### config.mk
export PLATFORM = sky130hd
export DESIGN_NAME = rr_arbiter
export DESIGN_NICKNAME = d
export VERILOG_FILES = /design/src/rtl/arb_pkg.sv /design/src/rtl/rr_pick.sv /design/src/rtl/rr_arbiter.sv
export SDC_FILE = /design/constraint.sdc
export NUM_CORES = 1
export LEC_CHECK = 0
export CAP_MARGIN = 20
export CORE_UTILIZATION = 46
export CTS_CLUSTER_DIAMETER = 40
export DETAILED_ROUTE_END_ITERATION = 16
export PLACE_DENSITY = 0.84
export SYNTH_ARGS = -nofsm -noshare
export SYNTH_HDL_FRONTEND = slang
export SYNTH_HIERARCHICAL = 1
export SYNTH_SLANG_ARGS = --single-unit
### constraint.sdc
create_clock -name clock -period 3.3 [get_ports clock]
set_input_delay 0.99 -clock clock [delete_from_list [all_inputs] [get_ports clock]]
set_output_delay 0.99 -clock clock [all_outputs]
set_load 0.1 [all_outputs]
### src/rtl/arb_pkg.sv
// Shared types and helpers for the round-robin arbiter.
package arb_pkg;

   localparam int unsigned ARB_DEFAULT_N        = 4;
   localparam int unsigned ARB_DEFAULT_MAX_HOLD = 16;
   localparam int unsigned ARB_MAX_N            = 32;

   typedef enum logic {
      IDLE  = 1'b0,
      GRANT = 1'b1
   } arb_state_t;

   // Caller slices the result down to its own requester count.
   function automatic logic [ARB_MAX_N-1:0] onehot(input int unsigned idx);
      onehot = ARB_MAX_N'(1) << idx;
   endfunction

endpackage

### src/rtl/rr_pick.sv
// Rotated priority encoder: first set req bit at or after ptr, wrapping mod N.
module rr_pick
   import arb_pkg::*;
#(
   parameter int unsigned N = ARB_DEFAULT_N
) (
   input  logic [N-1:0]         req,
   input  logic [$clog2(N)-1:0] ptr,
   output logic                 pick_valid,
   output logic [$clog2(N)-1:0] pick_id
);

   localparam int unsigned IW = $clog2(N);

   logic [2*N-1:0] dbl;
   logic [N-1:0]   rot;
   logic [IW-1:0]  idx;

   assign dbl = {req, req} >> ptr;
   assign rot = dbl[N-1:0];

   // Lowest set bit of the rotated vector wins.
   always_comb begin
      idx = '0;
      for (int i = N - 1; i >= 0; i--) begin
         if (rot[i]) idx = IW'(i);
      end
   end

   assign pick_valid = |req;
   // N is a power of two, so the IW-bit add wraps mod N.
   assign pick_id    = ptr + idx;

endmodule

### src/rtl/rr_arbiter.sv
// Registered round-robin arbiter with grant hold, rotating priority and hold timeout.
module rr_arbiter
   import arb_pkg::*;
#(
   parameter int unsigned N        = ARB_DEFAULT_N,
   parameter int unsigned MAX_HOLD = ARB_DEFAULT_MAX_HOLD
) (
   input  logic                 clock,
   input  logic                 reset,
   input  logic [N-1:0]         req,
   input  logic                 en,
   input  logic                 done,
   output logic [N-1:0]         gnt,
   output logic                 gnt_valid,
   output logic [$clog2(N)-1:0] gnt_id,
   output logic                 timeout
);

   localparam int unsigned IW = $clog2(N);
   localparam int unsigned CW = (MAX_HOLD < 2) ? 1 : $clog2(MAX_HOLD);
   localparam logic [CW-1:0] HOLD_LAST = CW'((MAX_HOLD == 0) ? 0 : MAX_HOLD - 1);

   arb_state_t    state_q, state_d;
   logic [N-1:0]  gnt_q, gnt_d;
   logic          gnt_valid_q, gnt_valid_d;
   logic [IW-1:0] gnt_id_q, gnt_id_d;
   logic [IW-1:0] ptr_q, ptr_d;
   logic [CW-1:0] hold_q, hold_d;
   logic          timeout_q, timeout_d;

   logic          hold_limit_c;
   logic          rel_c;
   logic [IW-1:0] ptr_next_c;
   logic [IW-1:0] pick_ptr_c;
   logic          pick_valid_c;
   logic [IW-1:0] pick_id_c;

   assign hold_limit_c = (MAX_HOLD != 0) && (hold_q == HOLD_LAST);
   assign rel_c        = (state_q == GRANT) && (done || !req[gnt_id_q] || hold_limit_c);
   assign ptr_next_c   = gnt_id_q + IW'(1);
   // On a release the pick already sees the rotated pointer, enabling zero-bubble handoff.
   assign pick_ptr_c   = rel_c ? ptr_next_c : ptr_q;

   rr_pick #(.N(N)) u_pick (
      .req        (req),
      .ptr        (pick_ptr_c),
      .pick_valid (pick_valid_c),
      .pick_id    (pick_id_c)
   );

   always_comb begin
      state_d   = state_q;
      gnt_d     = gnt_q;
      gnt_id_d  = gnt_id_q;
      ptr_d     = ptr_q;
      hold_d    = hold_q;
      timeout_d = 1'b0;

      unique case (state_q)
         IDLE: begin
            if (en && pick_valid_c) begin
               state_d  = GRANT;
               gnt_d    = N'(onehot(32'(pick_id_c)));
               gnt_id_d = pick_id_c;
               hold_d   = '0;
            end
         end
         GRANT: begin
            if (rel_c) begin
               ptr_d     = ptr_next_c;
               timeout_d = hold_limit_c && !done && req[gnt_id_q];
               if (en && pick_valid_c) begin
                  gnt_d    = N'(onehot(32'(pick_id_c)));
                  gnt_id_d = pick_id_c;
                  hold_d   = '0;
               end else begin
                  state_d = IDLE;
                  gnt_d   = '0;
               end
            end else if (hold_q != '1) begin
               hold_d = hold_q + CW'(1);
            end
         end
         default: state_d = IDLE;
      endcase

      gnt_valid_d = |gnt_d;
   end

   always_ff @(posedge clock) begin
      if (reset) begin
         state_q     <= IDLE;
         gnt_q       <= '0;
         gnt_valid_q <= 1'b0;
         gnt_id_q    <= '0;
         ptr_q       <= '0;
         hold_q      <= '0;
         timeout_q   <= 1'b0;
      end else begin
         state_q     <= state_d;
         gnt_q       <= gnt_d;
         gnt_valid_q <= gnt_valid_d;
         gnt_id_q    <= gnt_id_d;
         ptr_q       <= ptr_d;
         hold_q      <= hold_d;
         timeout_q   <= timeout_d;
      end
   end

   assign gnt       = gnt_q;
   assign gnt_valid = gnt_valid_q;
   assign gnt_id    = gnt_id_q;
   assign timeout   = timeout_q;

endmodule

==> impl_metrics.yaml, run 1 <==
outcome:
  outcome: "complete, no violations"
logic_synthesis:
  synthSimpleGateAreaFrac: 0.259
  synth_edf_count: 0
  ys.warnings.count: 6
  number_of_unique_standard_cell_types_used_by_synthesis: 40
  synth_area_um2: 971
  yosys-mux-area-fraction: 0.119
  share_of_synthesized_flip_flops_with_an_asynchronous_set_or_reset: 0
  synth-compound-area-share: 0.218
  post_synthesis_xor_xnor_area_fraction: 0.0271
  postSynthAreaPerCell_um2: 8.59
  sequential_to_total_area_share_from_yosys_stat: 0.309
  syn-instance-count: 113
  ys_ff_latch: 15
  synth_nets: 123
  synth_ff_type: "dfxtp_1"
  synth_adder_area_share: 0.0258
  dominant_combinational_cell_family_by_area_after_synthesis: "simple AND/OR/NAND/NOR gates"
placement:
  total_placed_instance_area_um2: 1200
  detailed_place_hpwl_um: 1640
  rd_place_congestion: 0.809
  port-buffer-count: 15
  place.detailed.instances: 161
worst_setup_path:
  reg2regPathDepth: 17
  critical-path-slowest-cell: "or3_4"
  criticalPathCategory: "primary input to flop"
  end_kind: "flop"
  worst_ep_required_time_ns: 3.51
  critPathMaxStageDelay_ns: 0.38
  worst-path-max-fanout: 6
  timing.critical_path.arrival_ns: 3.39
  timing.critical_path.cells: "buf_6 > or2_4 > o22a_4 > o21ai_2 > mux2_4 > or3_4 > a21oi_2 > a211oi_2 > xnor2_1 > inv_1 > o32ai_2 > mux2i_1 > nor2_1"
  critPathLaunchType: "primary input"
floorplan:
  i_o_pin_count: 16
  fp-row-count: 16
  initial_utilization: 0.490
  die_height_um: 47.9
  floorplan_core_area_um2: 1980
  width_of_the_chip_um: 47.9
  dieArea_um2: 2300
final_layout:
  layout.cells.most_common_list: "buf_4, dfxtp_1, nand2_1, nor2_1, mux2i_1"
  finish.cell_count_without_fillers: 169
  final_layout_size_suffix_gt1_frac: 0.415
  stdcell_area_um2: 1330
  synthToLayoutAreaGrowth_pct: 37.2
  n_antenna_cell: 0
  design.final.nets: 153
  layout_commonest_cell: "buf_4"
  nFillCells: 158
clock_tree:
  cts_hold_buf: 0
  clockRootBuffer: "clkbuf_4"
  cts-buffers-inserted: 3
  numClockSinks: 15
  clock_insertion_delay_worst_skew_ns: 0.28
  path_clk_slew_ns: 0.09
  tritoncts: "done"
  htree_levels: 1
  clock_tree.buffer_depth: 2
power_and_ir_drop:
  powerDensity_nw_per_um2: 491
  design_power_total_mw: 0.655
  vdd.ir_drop.worst_mv: 0.390
  power.leakage_nw: 0.533
global_routing:
  gr-usage-all-layers: 0.221
  grt_pass1_wl_um: 3560
  grt_pass1_vias: 851
  grt_antenna_before_repair: 0
  grt_max_degree: 13
  globalRoute.totalOverflow: 0
sta:
  clock_period_minus_worst_slack_ns: 3.18
  worst_slew_slack_as_a_fraction_of_its_limit: 0.685
  worst_skew_ns: 0.00538
  fmaxAchievable_mhz: 315
  setup_viol: 0
  worst_slew_pin_slew_ns: 0.471
  hold_slack_ns: 0.513
  hold_viol: 0
  slew_violations: 0
  min_period_over_period: 0.963
  rsz0062_at_grt: "true"
  setup_tns_ns: 0
detailed_routing:
  drt.antenna.violating_nets: 0
  detail_route.wirelength_um: 2450
  post_drt_via_cell_ratio: 5.97
  detail_route.iter0.violations: 41
  wire_per_inst_um: 14.5
  drc: 0
  drt_first_pass_iters: 4
  dr_total_vias: 1009
hold_path:
  hold_depth: 1
  hp-class: "flop to flop"
run:
  cap_viol_max_count: 0
cells by family after synthesis:
family / count (synthesis)
and+or+nand+nor: 48
AOI/OAI and AO/OA: 26
DFF: 15
muxes: 11
buffers and inverters: 8
xor gates and xnor gates: 3
adders and majority gates: 2
worst max-delay path, delay by kind of cell:
family | cells | cell delay [ns]
buf+inv | 2 | 0.21
xor+xnor | 1 | 0.22
simple gates | 3 | 0.70
compound gates | 5 | 0.83
mux | 2 | 0.45
state kept, by name, summed over array words and instances, names as in the netlist:
name,cells
hold_q,4
gnt_id,2
gnt,4
state_q,1
ptr_q,2
timeout,1
gnt_valid,1
power by group:
part | total, mW | internal [mW] | leakage [nW] | switching, mW
clock | 0.102 | 0.0469 | 0.0150 | 0.0552
sequential | 0.220 | 0.198 | 0.123 | 0.0218
combinational | 0.333 | 0.127 | 0.395 | 0.206
synth_stat cells (2+ instances only):
library cell,n,share of area
nor3b_1,2,0.015
ha_1,2,0.026
mux2i_1,10,0.10
nand3_1,4,0.021
nand2_1,12,0.046
xor2_1,2,0.018
dfxtp_1,15,0.31
nor2_1,13,0.050
o21ai_2,2,0.018
inv_1,4,0.015
clkbuf_1,2,0.0077
nor4_1,3,0.019
o32ai_1,6,0.054
o211ai_1,2,0.015
nor3_1,2,0.010
and2_1,2,0.013
nand2b_1,4,0.026
a21oi_1,4,0.021
cell type report:
cell class                      count  area (µm²)  area share
Clock buffer                        4        26.3      0.0197
Tap cell                           27        33.8      0.0254
Sequential cell                    15         303       0.227
Inverter                            4        15.0      0.0113
Timing Repair Buffer               29         220       0.165
Multi-Input combinational cell     90         734       0.551
final timing paths:
check | end | slack, ns | startpoint
max reg2reg | gnt[3]$_SDFF_PP0_ | 0.22 | hold_q[0]$_SDFFE_PP0P_
max | gnt[3]$_SDFF_PP0_ | 0.12 | done
min | hold_q[2]$_SDFFE_PP0P_ | 0.51 | hold_q[2]$_SDFFE_PP0P_
min reg2reg | hold_q[2]$_SDFFE_PP0P_ | 0.51 | hold_q[2]$_SDFFE_PP0P_
through the flow:
step	setup WS (ns)	util
3_3_place_gp	-0.437	0.604
3_5_place_dp	-0.601	0.604
6_report	0.121	0.672
2_1_floorplan	-0.0137	-
5_1_grt	-0.0904	0.672
4_1_cts	0.0138	0.640
per-layer routing:
metal	share of wire	track usage	wire (µm)
met5	0	0	0
met4	0.017	0.0444	42
met3	0.049	0.0566	121
met2	0.49	0.395	1210
met1	0.44	0.266	1070
repair_timing:
item,in CTS,in global routing
setup endpoints to repair,5,4
resized for setup,11,26
pin swaps,6,18
buffers inserted,2,2
No activity file was read; power rests on OpenSTA's default activity.
==> inputs of run 2 (changes only) <==
- CORE_MARGIN: not set -> 2
- CTS_CLUSTER_SIZE: not set -> 24
- REMOVE_ABC_BUFFERS: not set -> 1
==> impl_metrics.yaml, run 2 (synthesized netlist as in run 1, its figures left out) <==
worst_setup_path:
  end_kind: "flop"
  timing.critical_path.arrival_ns: 3.40
  worst_ep_required_time_ns: 3.53
  cp_num_cells: 13
  r2r_slack_ns: 0.24
  crit_family: "compound AO/OA/AOI/OAI gates"
  termination_of_the_worst_setup_path: "gnt[1]$_SDFF_PP0_"
  setup.worst_path.start: "done"
  critPathMaxStageDelay_ns: 0.40
  critPathLaunchType: "primary input"
  critical-path-slowest-cell: "or3_4"
  reg2reg_from: "hold_q[0]$_SDFFE_PP0P_"
  critPathBufInv: 2
  criticalPathCategory: "primary input to flop"
  worst-path-max-fanout: 6
  timing.critical_path.cells: "buf_2 > or2_4 > o22a_4 > o21ai_4 > mux2_4 > or3_4 > a21oi_2 > a211oi_2 > xnor2_1 > buf_4 > o32ai_4 > mux2i_1 > nor2_1"
  reg2reg_to: "gnt[1]$_SDFF_PP0_"
  reg2regPathDepth: 16
sta:
  slew_violations: 0
  worst_skew_ns: 0.00203
  setup_viol: 0
  setup_tns_ns: 0
  clock_period_minus_worst_slack_ns: 3.18
  worst_slew_pin_slew_ns: 0.635
  fmaxAchievable_mhz: 315
  min_period_over_period: 0.962
  worst_slew_slack_as_a_fraction_of_its_limit: 0.576
  setup_ws_ns: 0.124
  hold_viol: 0
  hold_slack_ns: 0.517
detailed_routing:
  detail_route.wirelength_um: 2610
  post_drt_via_cell_ratio: 5.92
  top_layer_used: "met4"
  met2_length_um: 1350
  dr_total_vias: 1001
  drt.antenna.violating_nets: 0
  detail_route.iter0.violations: 22
  wire_per_inst_um: 15.4
  drt_first_pass_iters: 4
  met3_wirelength_um: 113
  wirelength_met1_um: 1090
  drc: 0
power_and_ir_drop:
  vdd.ir_drop.worst_mv: 0.336
  design_power_total_mw: 0.675
  power.leakage_nw: 0.540
  powerDensity_nw_per_um2: 488
final_layout:
  layout.cells.most_common_list: "buf_4, dfxtp_1, nand2_1, nor2_1, mux2i_1"
  design.final.nets: 153
  final_layout_size_suffix_gt1_frac: 0.437
  synthToLayoutAreaGrowth_pct: 42.7
  layout_commonest_cell: "buf_4"
  n_antenna_cell: 0
  postLayoutCoreUtil: 0.699
placement:
  detailed_place_hpwl_um: 1670
  rd_place_congestion: 0.876
  dp_worst_slack_ns: -0.547
  port-buffer-count: 15
hold_path:
  hp-class: "flop to flop"
global_routing:
  gr-usage-all-layers: 0.203
  globalRoute.totalOverflow: 0
  grt_pass1_wl_um: 3960
  grt_max_degree: 13
  grt_pass1_vias: 920
  grt_antenna_before_repair: 0
floorplan:
  die_height_um: 49.9
  initial_utilization: 0.490
  width_of_the_chip_um: 49.9
  fp-row-count: 16
  floorplan_core_area_um2: 1980
  i_o_pin_count: 16
  dieArea_um2: 2490
run:
  cap_viol_max_count: 0
clock_tree:
  numClockSinks: 15
  cts-buffers-inserted: 3
  htree_levels: 1
  cts_hold_buf: 0
  clockRootBuffer: "clkbuf_4"
  clock_tree.buffer_depth: 2
  path_clk_slew_ns: 0.09
  clock_insertion_delay_worst_skew_ns: 0.29
  tritoncts: "done"
outcome:
  outcome: "complete, no violations"
## run 2: how the worst min path moves through the flow
stage | cells after the start | slack, ns | startpoint | endpoint
2_1_floorplan | 1 | 0.47 | hold_q[3]$_SDFFE_PP0P_ | hold_q[3]$_SDFFE_PP0P_
3_3_place_gp | 2 | 0.49 | hold_q[3]$_SDFFE_PP0P_ | hold_q[3]$_SDFFE_PP0P_
3_5_place_dp | 2 | 0.50 | hold_q[3]$_SDFFE_PP0P_ | hold_q[3]$_SDFFE_PP0P_
4_1_cts | 2 | 0.51 | hold_q[3]$_SDFFE_PP0P_ | hold_q[3]$_SDFFE_PP0P_
5_1_grt | 2 | 0.53 | hold_q[3]$_SDFFE_PP0P_ | hold_q[3]$_SDFFE_PP0P_
6_report | 2 | 0.52 | hold_q[3]$_SDFFE_PP0P_ | hold_q[3]$_SDFFE_PP0P_
## run 2: worst reg2reg max path, cell delays in order, from the launching register on
cell and delay (ns):
dfxtp_1 0.35, ha_1 0.25, and3_4 0.23, o31a_2 0.33
nor2_2 0.12, a21oi_2 0.04, buf_6 0.15, nor4_4 0.28
a21oi_2 0.06, o211ai_1 0.09, ha_2 0.20, xor2_1 0.17
xnor2_1 0.12, buf_4 0.16, o32ai_4 0.26, mux2i_1 0.10
nor2_1 0.08
## run 2: power breakdown
part           internal, mW  switching (mW)
sequential            0.197          0.0251
clock                0.0451          0.0601
combinational         0.134           0.214
total                 0.376           0.300
## run 2: cell type report
cell class	count	area (µm²)
tap	27	33.8
multi-input combinational	90	795
inverter	4	15.0
timing repair buffer	29	214
clock buffer	3	22.5
sequential	15	300
clock inverter	1	5.00
fill	140	597
## run 2: what timing repair did
item,in CTS,in global routing
pin swaps,8,16
endpoints found under the setup margin,5,5
gates resized for setup,21,27
buffers inserted,1,1
## run 2: routing by layer
layer / track usage / vias up
met5: 0 / -
met4: 0.0926 / 0
met3: 0.0333 / 7
met2: 0.351 / 32
met1: 0.242 / 488
li1: - / 474
## run 2: metrics by stage
step / instance area [µm²] / std cells
floorplan: 945 / 109
global placement: 1200 / 163
detailed placement: 1200 / 163
CTS: 1320 / 168
global route: 1390 / 169
finish: 1390 / 169
==> inputs of run 3 (changes only) <==
- CORE_ASPECT_RATIO: not set -> 1.1
==> impl_metrics.yaml, run 3 (synthesized netlist as in run 1, its figures left out) <==
outcome:
  outcome: "complete, no violations"
floorplan:
  dieArea_um2: 2490
  die_height_um: 52.2
  fp-row-count: 17
  i_o_pin_count: 16
  width_of_the_chip_um: 47.8
  initial_utilization: 0.486
  floorplan_core_area_um2: 2000
final_layout:
  final_layout_size_suffix_gt1_frac: 0.406
  design.final.nets: 154
  finish.cell_count_without_fillers: 171
  synthToLayoutAreaGrowth_pct: 38.5
  postLayoutCoreUtil: 0.673
  n_antenna_cell: 0
  nFillCells: 178
  stdcell_area_um2: 1350
  layout.cells.most_common_list: "buf_4, dfxtp_1, nand2_1, nor2_1, mux2i_1"
  layout_commonest_cell: "buf_4"
sta:
  hold_slack_ns: 0.526
  worst_slew_pin_slew_ns: 0.477
  worst_slew_slack_as_a_fraction_of_its_limit: 0.681
  clock_period_minus_worst_slack_ns: 3.24
  setup_tns_ns: 0
  slew_violations: 0
  hold_viol: 0
  worst_skew_ns: 0.0118
  min_period_over_period: 0.982
  setup_ws_ns: 0.0584
  fmaxAchievable_mhz: 308
  setup_viol: 0
global_routing:
  gr-usage-all-layers: 0.231
  globalRoute.totalOverflow: 0
  grt_antenna_before_repair: 0
  grt_pass1_wl_um: 4220
  grt_pass1_vias: 944
  grt_max_degree: 13
detailed_routing:
  wire_per_inst_um: 15.2
  drt.antenna.violating_nets: 0
  drt_first_pass_iters: 4
  post_drt_via_cell_ratio: 5.82
  dr_total_vias: 996
  detail_route.wirelength_um: 2600
  detail_route.iter0.violations: 33
  drc: 0
worst_setup_path:
  critPathLaunchType: "primary input"
  timing.critical_path.arrival_ns: 3.46
  criticalPathCategory: "primary input to flop"
  end_kind: "flop"
  worst-path-max-fanout: 7
  worst_ep_required_time_ns: 3.52
power_and_ir_drop:
  powerDensity_nw_per_um2: 499
  vdd.ir_drop.worst_mv: 0.402
  design_power_total_mw: 0.671
  power.leakage_nw: 0.543
placement:
  detailed_place_hpwl_um: 1800
  port-buffer-count: 15
  total_placed_instance_area_um2: 1190
  dp_worst_slack_ns: -0.569
  rd_place_congestion: 0.763
  place.detailed.instances: 163
clock_tree:
  cts-buffers-inserted: 3
  clock_tree.buffer_depth: 2
  numClockSinks: 15
  htree_levels: 1
  path_clk_slew_ns: 0.10
  tritoncts: "done"
  clock_insertion_delay_worst_skew_ns: 0.29
  clockRootBuffer: "clkbuf_4"
hold_path:
  hp-class: "flop to flop"
run:
  cap_viol_max_count: 0
[run 3: worst max-delay path, cell delays in order]
cell and delay, ns:
buf_2 0.12, or2_4 0.25, o22a_4 0.21, o21ai_2 0.14
mux2_4 0.36, or3_1 0.38, a21oi_2 0.17, a211oi_2 0.07
xnor2_2 0.16, buf_4 0.16, o32ai_2 0.25, mux2i_1 0.11
nor2_1 0.10
[run 3: final timing paths]
path / slack [ns] / from / cells after the start / endpoint
hold reg to reg: 0.53 / hold_q[1]$_SDFFE_PP0P_ / 2 / hold_q[1]$_SDFFE_PP0P_
setup reg to reg: 0.18 / hold_q[0]$_SDFFE_PP0P_ / 16 / gnt[1]$_SDFF_PP0_
hold / removal: 0.53 / hold_q[1]$_SDFFE_PP0P_ / 2 / hold_q[1]$_SDFFE_PP0P_
setup / recovery: 0.06 / done / 13 / gnt[1]$_SDFF_PP0_
[run 3: layout make-up]
cell class	instances	area, µm²	share of cell area
Multi-Input combinational cell	90	748	0.556
Sequential cell	15	300	0.223
Timing Repair Buffer	30	219	0.163
Tap cell	28	35.0	0.0260
Clock buffer	3	22.5	0.0167
Inverter	4	15.0	0.0112
Clock inverter	1	5.00	0.00372
[run 3: routing by layer]
layer,part of all wire,up-vias,routed length [µm],track usage
li1,-,483,-,-
met1,0.41,475,1070,0.291
met2,0.53,35,1380,0.396
met3,0.049,3,128,0.0345
met4,0.0065,0,17,0.0631
met5,0,-,0,0
[run 3: power by group]
group | leakage, nW | internal (mW) | total [mW] | switching [mW]
Sequential | 0.122 | 0.197 | 0.219 | 0.0222
Combinational | 0.403 | 0.131 | 0.343 | 0.213
Clock | 0.0177 | 0.0451 | 0.109 | 0.0635
[run 3: timing repair]
item,CTS,global route
gates cloned,0,1
setup buffers,2,1
pin swaps,12,10
endpoints found under the setup margin,5,4
hold buffers,0,0
resized for setup,21,19
